`config.mk`:
```
export PLATFORM = sky130hd
export DESIGN_NAME = apb_module
export DESIGN_NICKNAME = d
export VERILOG_FILES = /design/src/rtl/apb_module_pkg.sv /design/src/rtl/apb_module_regfile.sv /design/src/rtl/apb_module.sv
export SDC_FILE = /design/constraint.sdc
export NUM_CORES = 1
export LEC_CHECK = 0
export CAP_MARGIN = 40
export CORE_MARGIN = 4
export CORE_UTILIZATION = 47
export DETAILED_ROUTE_END_ITERATION = 10
export PLACE_DENSITY_LB_ADDON = 0.12
export SYNTH_ARGS = -nofsm -noshare
export SYNTH_HDL_FRONTEND = slang
export SYNTH_SLANG_ARGS = --single-unit
export TNS_END_PERCENT = 5
```
`constraint.sdc`:
```
create_clock -name clk -period 3.8 [get_ports clk]
set_input_delay 0.38 -clock clk [delete_from_list [all_inputs] [get_ports clk]]
set_output_delay 0.38 -clock clk [all_outputs]
set_load 0.02 [all_outputs]
```
`src/rtl/apb_module_pkg.sv`:
```
// Shared types and default sizes for the APB configuration-register slave.
package apb_module_pkg;

   localparam int unsigned ADDR_W_DEF   = 8;
   localparam int unsigned DATA_W_DEF   = 8;
   localparam int unsigned NUM_REGS_DEF = 16;

   typedef enum logic [1:0] {
      IDLE   = 2'd0,
      SETUP  = 2'd1,
      ACCESS = 2'd2
   } apb_state_t;

   // Index width for a register file of n entries (at least one bit).
   function automatic int unsigned idx_width(input int unsigned n);
      return (n <= 1) ? 1 : $clog2(n);
   endfunction

endpackage

```
`src/rtl/apb_module_regfile.sv`:
```
// NUM_REGS x DATA_W register storage: synchronous write, combinational read,
// synchronous clear to zero.
module apb_module_regfile
   import apb_module_pkg::*;
#(
   parameter int unsigned DATA_W   = DATA_W_DEF,
   parameter int unsigned NUM_REGS = NUM_REGS_DEF,
   parameter int unsigned IDX_W    = idx_width(NUM_REGS)
) (
   input  logic              clk,
   input  logic              reset,
   input  logic              we,
   input  logic [IDX_W-1:0]  widx,
   input  logic [DATA_W-1:0] wdata,
   input  logic [IDX_W-1:0]  ridx,
   output logic [DATA_W-1:0] rdata_c
);

   logic [DATA_W-1:0] mem [NUM_REGS];

   always_ff @(posedge clk) begin
      if (reset) begin
         for (int i = 0; i < int'(NUM_REGS); i++) begin
            mem[i] <= '0;
         end
      end else if (we) begin
         mem[widx] <= wdata;
      end
   end

   // Indices past the last entry read as zero for non-power-of-two depths.
   always_comb begin
      rdata_c = '0;
      if (32'(ridx) < NUM_REGS) begin
         rdata_c = mem[ridx];
      end
   end

endmodule

```
`src/rtl/apb_module.sv`:
```
// APB slave with a byte-wide register file and no wait states.
// Optional APB_PRDATA_GATE_EN: prdata reads zero outside a held read access.
module apb_module
   import apb_module_pkg::*;
#(
   parameter int unsigned ADDR_W   = ADDR_W_DEF,
   parameter int unsigned DATA_W   = DATA_W_DEF,
   parameter int unsigned NUM_REGS = NUM_REGS_DEF
) (
   input  logic              clk,
   input  logic              reset,
   input  logic [ADDR_W-1:0] addr,
   input  logic [DATA_W-1:0] pwdata,
   output logic [DATA_W-1:0] prdata,
   input  logic              pwrite,
   input  logic              psel,
   input  logic              penable
);

   localparam int unsigned IDX_W = idx_width(NUM_REGS);

   apb_state_t        state;
   logic              enter_access_c;
   logic              in_range_c;
   logic              we_c;
   logic [IDX_W-1:0]  idx_c;
   logic [DATA_W-1:0] rdata_c;

   // The transfer fires only on the edge that moves the FSM into ACCESS.
   assign enter_access_c = psel && penable && (state != ACCESS);
   assign in_range_c     = (32'(addr) < NUM_REGS);
   assign idx_c          = addr[IDX_W-1:0];
   assign we_c           = enter_access_c && pwrite && in_range_c;

   apb_module_regfile #(
      .DATA_W   (DATA_W),
      .NUM_REGS (NUM_REGS),
      .IDX_W    (IDX_W)
   ) u_regfile (
      .clk     (clk),
      .reset   (reset),
      .we      (we_c),
      .widx    (idx_c),
      .wdata   (pwdata),
      .ridx    (idx_c),
      .rdata_c (rdata_c)
   );

`ifdef APB_PRDATA_GATE_EN
   // Direction captured on ACCESS entry; pwrite is ignored while held.
   logic access_rd;

   always_ff @(posedge clk) begin
      if (reset) begin
         state     <= IDLE;
         prdata    <= '0;
         access_rd <= 1'b0;
      end else begin
         if (!psel) begin
            state <= IDLE;
         end else if (penable) begin
            state <= ACCESS;
         end else begin
            state <= SETUP;
         end

         if (enter_access_c) begin
            access_rd <= !pwrite;
         end

         if (enter_access_c && !pwrite) begin
            prdata <= in_range_c ? rdata_c : '0;
         end else if (!(psel && penable && (state == ACCESS) && access_rd)) begin
            prdata <= '0;
         end
      end
   end
`else
   always_ff @(posedge clk) begin
      if (reset) begin
         state  <= IDLE;
         prdata <= '0;
      end else begin
         if (!psel) begin
            state <= IDLE;
         end else if (penable) begin
            state <= ACCESS;
         end else begin
            state <= SETUP;
         end

         if (enter_access_c && !pwrite) begin
            prdata <= in_range_c ? rdata_c : '0;
         end
      end
   end
`endif

endmodule

```
==> summary.md, run 1 <==
The flow ran to the end, and the final reports show no timing, DRC or antenna violations. Violation count after the first detailed-route iteration: 351. Using the TritonRoute via totals, the vias-per-cell ratio works out to 5.69.

Measured along the y axis, the die boundary spans 125 um. In this run the static leakage power is 0.00282 uW. The worst slack on hold paths is 0.496 ns. In this run the worst path has a maximum fanout of 14. For the number of nets in the layout, the log shows 462.

Worst hold path class: reg2reg. Count of endpoints failing hold in the final timing report: 0. In the final routed layout, each cell accounts on average for 23.4 um. The nature of the critical path endpoint was a flip-flop. The required time at the endpoint of the critical path came out at 3.92 ns. The fraction of the yosys area taken by sequential cells is 0.627, and the reported max-cap violation count is 0. The iteration count of the initial detailed-routing pass came out at 5. For the all-layer global routing usage, the log shows 0.201. Row generation in the floorplan step produced 42 rows.

The via count of the first global-routing pass was 3,686; the overall overflow remaining after global route was 0. The tools report the pin count of the biggest net entering global routing as 23. IR analysis of the VDD net gives a maximum drop of 0.308 mV.

Post-CTS setup-driven buffer insertion count: 0. Wires add up to 14,800 um. After filler insertion, the fill cell instance count of the layout stands at 1,076. The H-tree was split into 4 levels. The area of the die is 15,700 um^2, and the post-synthesis register bit count is 138. For the final database, setup skew stands at 0.00995 ns.

During synthesis, Yosys emitted a total of 0 warnings. For this design the ratio of total power to cell area is 461 nW/um^2. Number of buffers inserted for hold repair after clock tree synthesis: 0. The signal on the critical path passes through clkdlybuf4s50_1, nor4_4, o2111ai_4, buf_12, nor4_2, or2_2. At the pin with the least slew margin, the transition time is 0.839 ns.

Type of origin of the critical path: an input port. The slowest stage of the critical path belongs to the cell clkdlybuf4s50_1. The fraction of final layout cells sized beyond drive strength 1 works out to 0.244. The run gives 17 as the clock buffer count from CTS. The worst slew slack as a fraction of its limit is 0.440. Setup violations remaining at the end of the flow were counted as 0. Clock insertion delay at the later pin of the skew report: 0.42 ns. The synthesized netlist occupies a cell area of 6450 um^2. The quantity of gates resized following cts is 0, and the initial antenna violation count is 0. The run gives 0.435 GHz as the maximum clock frequency. The final weighted congestion in routability-driven placement is 0.825, and the via count of the routed design is 3,584.

The buffering stage count on the worst path with inverters included is 2. Pin placement for this block handled 29 I/O pins. The biggest cell delay along the critical path came out at 0.45 ns. TritonCTS built the clock tree.

The max-slew violation total from the final report was 0. The mean instance size in the synthesized netlist was 15.9 um^2; the final core utilization was 0.561. Adding up every negative setup slack in the final design gives 0 ns.

CTS saw 138 sinks. Subtracting the final worst setup slack from the clock period gives 2.30 ns. The signed area change from the synthesized netlist to the final layout is 16.1%, and the total half-perimeter wirelength after legalization and detailed placement is 9960 um. The die is 125 um wide. Broken down by cell family, the worst path's largest delay share belongs to simple AND/OR/NAND/NOR gates. The run gives 2 as the maximum clock insertion buffer count.

Clock transition time at the flip-flop clock pins of the worst setup and hold paths: 0.06 ns. Fraction of the cycle the final worst path needs: 0.605. The initial cell density of the core was 0.483; the number of nets produced by synthesis was 426. Data arrives at the worst endpoint at 2.42 ns.

The core region is 13,300 um^2. The classification of the worst setup path is in2reg. In the routed design, unresolved DRC markers number 0. The root buffer selected by CTS is clkbuf_16. The number of nets still failing antenna checks after routing came out at 0. The tools report the total inserted antenna cells as 0. Setup repair after global routing left no endpoint under its margin. After synthesis, the netlist uses 28 different library cells.

The first global-routing pass estimated 23,000 um of wire. The total of buffers placed on input and output ports is 28. After technology mapping, the gate count stands at 405.
[state kept, by name, indices dropped and copies added (netlist names)]
name / count
prdata: 8
state: 2
u_regfile.mem: 128
[cell usage in the layout, fill, tap and decap left out]
cell | synthesis | final
nor2b_1 | 1 | 1
nor3_4 | 10 | 10
edfxtp_1 | 128 | 128
nor3_1 | 2 | 2
or2_1 | 1 | 1
nand2_1 | 3 | 3
mux4_2 | 32 | 32
o2111ai_4 | 1 | 1
dfxtp_1 | 10 | 10
mux2i_1 | 8 | 8
clkinvlp_4 | 0 | 1
buf_4 | 2 | 12
nand2b_1 | 4 | 4
or2_2 | 16 | 16
o2111ai_1 | 1 | 1
bufinv_16 | 0 | 2
inv_1 | 3 | 3
a221o_1 | 8 | 8
nor4_4 | 1 | 1
clkinv_1 | 0 | 5
nor3b_1 | 1 | 1
nor3_2 | 1 | 1
clkinv_2 | 0 | 4
clkdlybuf4s50_1 | 0 | 27
clkbuf_1 | 15 | 3
buf_12 | 0 | 1
and2_1 | 128 | 128
clkbuf_16 | 0 | 17
mux2_2 | 8 | 8
buf_2 | 4 | 1
nor4_1 | 8 | 8
nor4_2 | 4 | 4
and3b_1 | 2 | 2
[area by class of cell]
class | instances | area (um^2) | share of cell area
Clock buffer | 20 | 437 | 0.0583
Inverter | 3 | 11.3 | 0.00150
Timing Repair Buffer | 41 | 385 | 0.0515
Sequential cell | 138 | 4040 | 0.540
Multi-Input combinational cell | 240 | 2280 | 0.305
Clock inverter | 12 | 106 | 0.0142
Tap cell | 176 | 220 | 0.0294
[metrics by stage]
stage                     power (uW)  setup WS [ns]  instances  cell area (um^2)
after detailed placement        1940           1.01        598              6950
after CTS                       3480           1.45        630              7490
after floorplan                 1860           1.80        405              6450
after global routing            3570           1.31        630              7490
final                           3450           1.50        630              7490
after global placement          1940          0.827        597              6930
[synth_stat cells, drive strengths merged]
cell | instances | area share
o2111ai | 2 | 0.0054
nor3b | 1 | 0.0012
mux2i | 8 | 0.012
dfxtp | 10 | 0.031
nor4 | 13 | 0.019
buf | 9 | 0.0083
and2 | 128 | 0.12
clkbuf | 15 | 0.0087
nand2 | 3 | 0.0017
edfxtp | 128 | 0.60
nor3 | 13 | 0.028
a221o | 8 | 0.012
inv | 3 | 0.0017
mux2 | 8 | 0.014
nor2b | 1 | 0.00097
and3b | 2 | 0.0027
or2 | 17 | 0.016
nand2b | 4 | 0.0039
mux4 | 32 | 0.11
[routing by layer]
metal  vias up  routed length, um  global-route usage
met3        19                780              0.0533
met2        95               6960               0.300
met4         0                200              0.0619
li1       1603                  -                   -
met5         -                  0                   0
met1      1867               6810               0.291
[where the power goes]
group,internal (uW),switching (uW)
Sequential,1690,14.1
Combinational,80.5,125
Clock,947,597
[cells by family (layout without fill, tap and decap cells)]
family                 after synthesis  after routing  synth area share
AOI/OAI and AO/OA                   10             10            0.0178
muxes                               48             48             0.138
DFF                                138            138             0.627
buffers and inverters               27             76            0.0188
and+or+nand+nor                    182            182             0.198
[worst reg2reg max path: stages (launching register included)]
cell       delay, ns
dfxtp_1         0.30
inv_1           0.07
o2111ai_1       0.71
nor2b_1         0.57
a221o_1         0.25
[final timing paths]
check	from	end	slack [ns]	depth (start not counted)
worst min register to register	prdata[4]$_SDFFE_PP0P_	prdata[4]$_SDFFE_PP0P_	0.50	1
worst max-delay path	addr[7]	u_regfile.mem[12][1]$_SDFFCE_PN0P_	1.50	6
worst max register to register	state[1]$_SDFF_PP0_	prdata[1]$_SDFFE_PP0P_	1.85	4
worst min-delay path	prdata[4]$_SDFFE_PP0P_	prdata[4]$_SDFFE_PP0P_	0.50	1
Note: power is estimated with default switching activity, not from simulation.
==> run 2: changes to the inputs <==
Clock period 3.8 ns to 2.3 ns, I/O delays scaled along.
==> summary.md, run 2 (synthesis gave the netlist of run 1 again) <==
The run finished with clean final reports. The maximum level of the CTS H-tree is 4 (unchanged). The tools report the number of remaining DRC errors as 0 (unchanged). In this run the most used layer during global routing was met2. The die extent in x works out to 125 um (unchanged). The endpoint identified for the worst register-to-register timing path is prdata[6]$_SDFFE_PP0P_. The wire length after detailed routing came out at 14,900 um (+0.96%). The met3 usage came out at 0.0448 (-0.00853). The sequential cell area in the final layout is 4040 um^2 (unchanged). The depth of the worst register-to-register path is 3 (-1), and the via-per-instance ratio is 5.51 (-3.1%).

The fraction of final layout cells sized beyond drive strength 1 came out at 0.302 (+0.0580). The tools report the type of origin of the critical path as an input port. The I/O pin count is 29 (unchanged), and the total power per unit cell area is 753 nW/um^2 (+63%). The tools report the iteration count of the initial detailed-routing pass as 4 (-1). The total of buffers placed on input and output ports is 28 (unchanged).

The clock insertion delay at the later pin of the skew report is 0.41 ns (about the same). The tools report the end point of the worst hold path as state[0]$_SDFF_PP0_. The sink count of the clock tree is 138 (unchanged). The logs give 3,752 (+1.8%) for the via count of the first global-routing pass and 0 (unchanged) for the overall overflow remaining after global route. Root buffer selected by CTS: clkbuf_16. The setup slack after placement came out at 0.000302 ns (-1.01 ns). The tools report the post-CTS setup-driven buffer insertion count as 0 (unchanged).

The tools report the required time at the endpoint of the critical path as 2.41 ns (-1.51 ns). The static leakage is 0.00301 uW (+6.6%), and the flip-flop count of the largest register, all copies and words added is 128 (unchanged). Floorplan row count: 42 (unchanged).

The tools report the count of endpoints failing hold in the final timing report as 0 (unchanged). The worst setup slack after layout was 0.414 ns (-1.09 ns). The clock buffer count from CTS was 17 (unchanged). Area of the die: 15,700 um^2 (unchanged). Critical register-to-register path startpoint: u_regfile.mem[15][6]$_SDFFCE_PN0P_. The run gives 0 (unchanged) as the number of nets still failing antenna checks after routing. Register-to-register path setup slack: 0.62 ns (-1.23 ns). The tightest min-delay check is of the in2reg type. The reported max-cap violation count is 0 (unchanged), and the detailed-route wire length per cell is 22.5 um (-3.9%).

The logs give 0.530 GHz for the maximum clock frequency and 31 (+35%) for the pin count of the biggest net entering global routing. The largest registers in the layout are u_regfile.mem x128, prdata x8, state x2. TritonCTS built the clock tree.

Counting flops per register, the top entry is u_regfile.mem. The quantity of gates resized following cts is 0 (unchanged), and the worst slew slack as a fraction of its limit is 0.641 (+0.201). The minimum clock period is 1.89 ns, and the max-slew violation total from the final report is 0 (unchanged). The total inserted antenna cells is 0 (unchanged), and the global-route wire length before repair is 22,900 um (-0.84%). STA classifies the critical path endpoint as a flip-flop. The filler cell count in the final layout was 1,022 (-5.0%); the setup-violating endpoint count in the final report was 0 (unchanged). For the all-layer global routing usage, the log shows 0.200 (-0.000422). The maximum fanout count along the critical path came out at 9 (-5).

The tools report the via count of the routed design as 3,649 (+1.8%). The placeable core region came out at 13,300 um^2 (unchanged). The run gives 0.812 (-1.6%) as the final weighted congestion in routability-driven placement. The final core utilization was 0.585 (+0.0240); the number of buffers inserted for hold repair after clock tree synthesis was 0 (unchanged). Number of stages on the worst hold path: 2 (+1). The fraction of the cycle the final worst path needs was 0.820.

The tools report the initial antenna violation count as 0 (unchanged). The logs give 494 (+6.9%) for the number of nets in the layout and 10,200 um (+2.9%) for the total half-perimeter wirelength after legalization and detailed placement. The vertical extent of the die is 125 um (unchanged), and the initial cell density of the core is 0.483 (unchanged).

The signed area change from the synthesized netlist to the final layout was 21.1%. The actual slew at the worst max-slew pin is 0.538 ns (-0.301 ns), and the violation count after the first detailed-route iteration is 463 (+32%). The clock transition time at the flip-flop clock pins of the worst setup and hold paths was 0.05 ns (about the same). The startpoint identified for the worst hold timing path is psel.

The area of the multi-input gates is 2280 um^2 (unchanged), and the global routing met2 resource utilization is 0.307 (+0.00696). The worst setup path is of the in2reg kind. The post-route clock skew was 0.00453 ns (-0.00542 ns); the maximum clock insertion buffer count was 2 (unchanged). Setup repair after global routing left no endpoint under its margin. The logs give 1.99 ns (-0.43 ns) for the critical path data arrival time and 0.510 mV (+66%) for the highest ir drop seen on vdd. The tools report the met1 capacity usage during global routing as 0.285 (-0.00590).

Leaving out fill and tap cells, the most frequent cells in the layout are and2_1, edfxtp_1, buf_4.
-- run 2: changes by cell type in the layout (fill, tap and decap cells not counted), sizes merged --
cell / delta
buf: +32
clkinv: -2
clkinvlp: +2
bufinv: +1
clkbuf: -1
-- run 2: stage by stage --
step	hold slack, ns	TNS, ns	power, uW	cells	cell area, um^2
2_1_floorplan	0.306	0	3070	405	6450
3_3_place_gp	0.477	-0.173	3240	630	7220
3_5_place_dp	0.482	0	3240	630	7220
4_1_cts	0.447	0	5920	662	7810
5_1_grt	0.474	0	6050	662	7810
6_report	0.463	0	5880	662	7810
-- run 2: metal layers --
layer	wire length [um]	vias up
met5	0	-
met4	295	0
met3	746	21
met2	7030	101
met1	6820	1863
li1	-	1664
-- run 2: cell type report --
class / instances / share of cell area
clock inverters: 13 / 0.0195
repair buffers: 73 / 0.0849
multi-input cells: 240 / 0.293
inverters: 3 / 0.00144
clock buffers: 19 / 0.0554
flip-flops and latches: 138 / 0.518
well taps: 176 / 0.0282
-- run 2: power breakdown --
part	switching (uW)	total (uW)	leakage (uW)	internal, uW
combinational	213	373	0.00127	161
clock	998	2690	0.000278	1690
sequential	25.5	2820	0.00146	2790
-- run 2: worst max path at each step --
stage,startpoint,endpoint,slack [ns],cells past startpoint
2_1_floorplan,addr[7],u_regfile.mem[2][0]$_SDFFCE_PN0P_,0.45,4
3_3_place_gp,addr[7],u_regfile.mem[11][6]$_SDFFCE_PN0P_,-0.01,7
3_5_place_dp,addr[7],u_regfile.mem[7][5]$_SDFFCE_PN0P_,0.0003,7
4_1_cts,addr[7],u_regfile.mem[7][0]$_SDFFCE_PN0P_,0.41,7
5_1_grt,addr[7],u_regfile.mem[8][5]$_SDFFCE_PN0P_,0.32,6
6_report,addr[7],u_regfile.mem[7][7]$_SDFFCE_PN0P_,0.41,7
-- run 2: critical path: stages --
cell and delay [ns]:
clkdlybuf4s50_1 0.45, nor4_4 0.36, o2111ai_4 0.17, buf_12 0.18, buf_12 0.15, nor3_4 0.19
or2_2 0.26
==> run 3: changes to the inputs <==
Clock period 2.3 ns to 1.5 ns, I/O delays scaled along.
==> summary.md, run 3 (synthesis gave the netlist of run 1 again) <==
Required time at the endpoint of the critical path: 1.80 ns (-0.61 ns). The root buffer cell chosen for the clock tree is clkbuf_16. The via count of the first global-routing pass is 3,822 (+1.9%), and the detailed-route wire length per cell is 22.2 um (-1.5%).

Setup repair after global routing could not meet its margin everywhere. The critical path data arrival time came out at 1.92 ns (-0.07 ns). The worst setup slack after layout came out at -0.117 ns (-0.531 ns). For the setup-violating endpoint count in the final report, the log shows 8 (+8). The tools report the I/O pin count as 29 (unchanged).

STA classifies the critical path endpoint as a flip-flop. For the number of remaining DRC errors, the log shows 0 (unchanged). The relative contribution of the clock network to total power is 0.439 (-0.018), and the clock buffer count from CTS is 17 (unchanged).

The area of the die is 15,700 um^2 (unchanged), and the initial antenna violation count is 0 (unchanged). The classification of the worst setup path was reg2reg. For the max-slew violation total from the final report, the log shows 0 (unchanged). The maximum clock insertion buffer count was 2 (unchanged). The fraction of the cycle the final worst path needs is 1.08, and the signed area change from the synthesized netlist to the final layout is 26.9%.

The all-layer global routing usage was 0.204 (+0.00340); the minimum clock period was 1.62 ns. The run gives 349 (-25%) as the violation count after the first detailed-route iteration. The logs give 23,500 um (+2.7%) for the global-route wire length before repair and -0.709 ns (-0.709 ns) for the setup TNS after final layout.

For the maximum clock frequency, the log shows 0.618 GHz. The number of nets still failing antenna checks after routing was 0 (unchanged); the number of cells in the design after placement was 642 (+1.9%). The register with the highest flop count is u_regfile.mem. For the filler cell count in the final layout, the log shows 999 (-2.3%).

The count of endpoints failing hold in the final timing report is 0 (unchanged), and the worst slack on hold paths is 0.235 ns (-0.228 ns). Switching share of total power: 0.213 (+0.00276). The sink count of the clock tree was 138 (unchanged).

The clock transition time at the flip-flop clock pins of the worst setup and hold paths is 0.06 ns (about the same). The fraction of final layout cells sized beyond drive strength 1 came out at 0.343 (+0.0408). The run gives 13,300 um^2 (unchanged) as the placeable core region.

The tools report the final core utilization as 0.613 (+0.0282). The type of origin of the critical path is a flip-flop. The final reports fail on negative setup slack. Number of nets in the layout: 512 (+3.6%).

The run finished, with violations left. The floorplan row count came out at 42 (unchanged). The die extent in x was 125 um (unchanged). The tools report the pin count of the biggest net entering global routing as 22 (-29%). The vertical extent of the die was 125 um (unchanged); the static leakage was 0.00325 uW (+8.3%). The total half-perimeter wirelength after legalization and detailed placement was 9870 um (-3.7%); the design internal power was 7030 uW (+51%).

The via-per-instance ratio is 5.40 (-2.0%), and the clock insertion delay at the later pin of the skew report is 0.42 ns (about the same). The flip-flop count of the largest register, all copies and words added is 128 (unchanged). The actual slew at the worst max-slew pin works out to 0.375 ns (-0.163 ns). The run gives 0 (unchanged) as the reported max-cap violation count.

TritonCTS built the clock tree. The tools report the worst slew slack as a fraction of its limit as 0.750 (+0.109). The sequential fraction of design power is 0.483 (+0.004). The logs give 0.483 (unchanged) for the initial cell density of the core and 3,674 (+0.69%) for the via count of the routed design. The net switching power came out at 1900 uW (+54%). Power after layout: 8930 uW (+52%). Post-route clock skew: 0.00659 ns (+0.00206 ns). The library cell used most frequently in the layout, excluding fill and tap cells, is edfxtp_1. For the overall overflow remaining after global route, the log shows 0 (unchanged). The filler-free cell count of the finished design was 680 (+2.7%).

The portion of total power attributed to combinational logic is 0.078 (+0.015). The total inserted antenna cells came out at 0 (unchanged). In the final layout, the registers with the most flip-flops are u_regfile.mem x128, prdata x8, state x2.

The total power per unit cell area was 1090 nW/um^2 (+45%); the iteration count of the initial detailed-routing pass was 5 (+1). The maximum level of the CTS H-tree was 4 (unchanged). The total of buffers placed on input and output ports is 28 (unchanged), and the maximum fanout count along the critical path is 1 (-8).

The run gives 0.832 (+2.5%) as the final weighted congestion in routability-driven placement. The library cells used most frequently in the layout, excluding fill and tap cells, are edfxtp_1, and2_1, buf_4. The worst hold path class was in2reg.

The logs give 0.827 mV (+62%) for the highest ir drop seen on vdd and 15,100 um (+1.2%) for the wire length after detailed routing.
-- run 3: final timing paths --
path                                 startpoint                     end  slack, ns  cells past startpoint
min                                        psel     state[1]$_SDFF_PP0_       0.23                      3
max reg2reg  u_regfile.mem[12][3]$_SDFFCE_PN0P_  prdata[3]$_SDFFE_PP0P_      -0.12                      3
max          u_regfile.mem[12][3]$_SDFFCE_PN0P_  prdata[3]$_SDFFE_PP0P_      -0.12                      3
min reg2reg              prdata[1]$_SDFFE_PP0P_  prdata[1]$_SDFFE_PP0P_       0.49                      1
-- run 3: power groups by stage --
stage	clock, uW	combinational (uW)	sequential (uW)
detailed placement	0	647	4390
floorplan	0	346	4370
finish	3920	699	4310
global placement	0	641	4390
global route	4140	744	4320
CTS	3960	689	4310
-- run 3: through the flow --
| step | setup slack (ns) | instance area [um^2] |
|---|---|---|
| 2_1_floorplan | -0.213 | 6540 |
| 5_1_grt | -0.140 | 8190 |
| 6_report | -0.117 | 8190 |
| 4_1_cts | -0.109 | 8150 |
| 3_3_place_gp | -0.644 | 7450 |
| 3_5_place_dp | -0.691 | 7450 |
-- run 3: repair_timing --
action / CTS / global route
hold buffers: 0 / 0
setup endpoints to repair: 239 / 217
pin swaps: 17 / 12
cloned: 3 / 0
buffers inserted: 2 / 2
resized for setup: 34 / 12
-- run 3: worst max-delay path, cell delays in order (launching register included) --
cell and delay [ns]:
edfxtp_1 0.41, mux4_2 0.48, mux2_4 0.30, a221o_1 0.31
-- run 3: cell type report --
type | count | area (um^2) | share of cell area
Multi-Input combinational cell | 240 | 2450 | 0.300
Clock inverter | 11 | 104 | 0.0127
Inverter | 3 | 11.3 | 0.00138
Sequential cell | 138 | 4050 | 0.494
Clock buffer | 21 | 440 | 0.0538
Tap cell | 176 | 220 | 0.0269
Timing Repair Buffer | 91 | 910 | 0.111
-- run 3: per-layer routing --
metal | up-vias | global-route usage | share of wire
li1 | 1713 | - | -
met2 | 88 | 0.310 | 0.49
met4 | 0 | 0.0612 | 0.011
met5 | - | 0 | 0
met1 | 1864 | 0.292 | 0.45
met3 | 9 | 0.0520 | 0.052
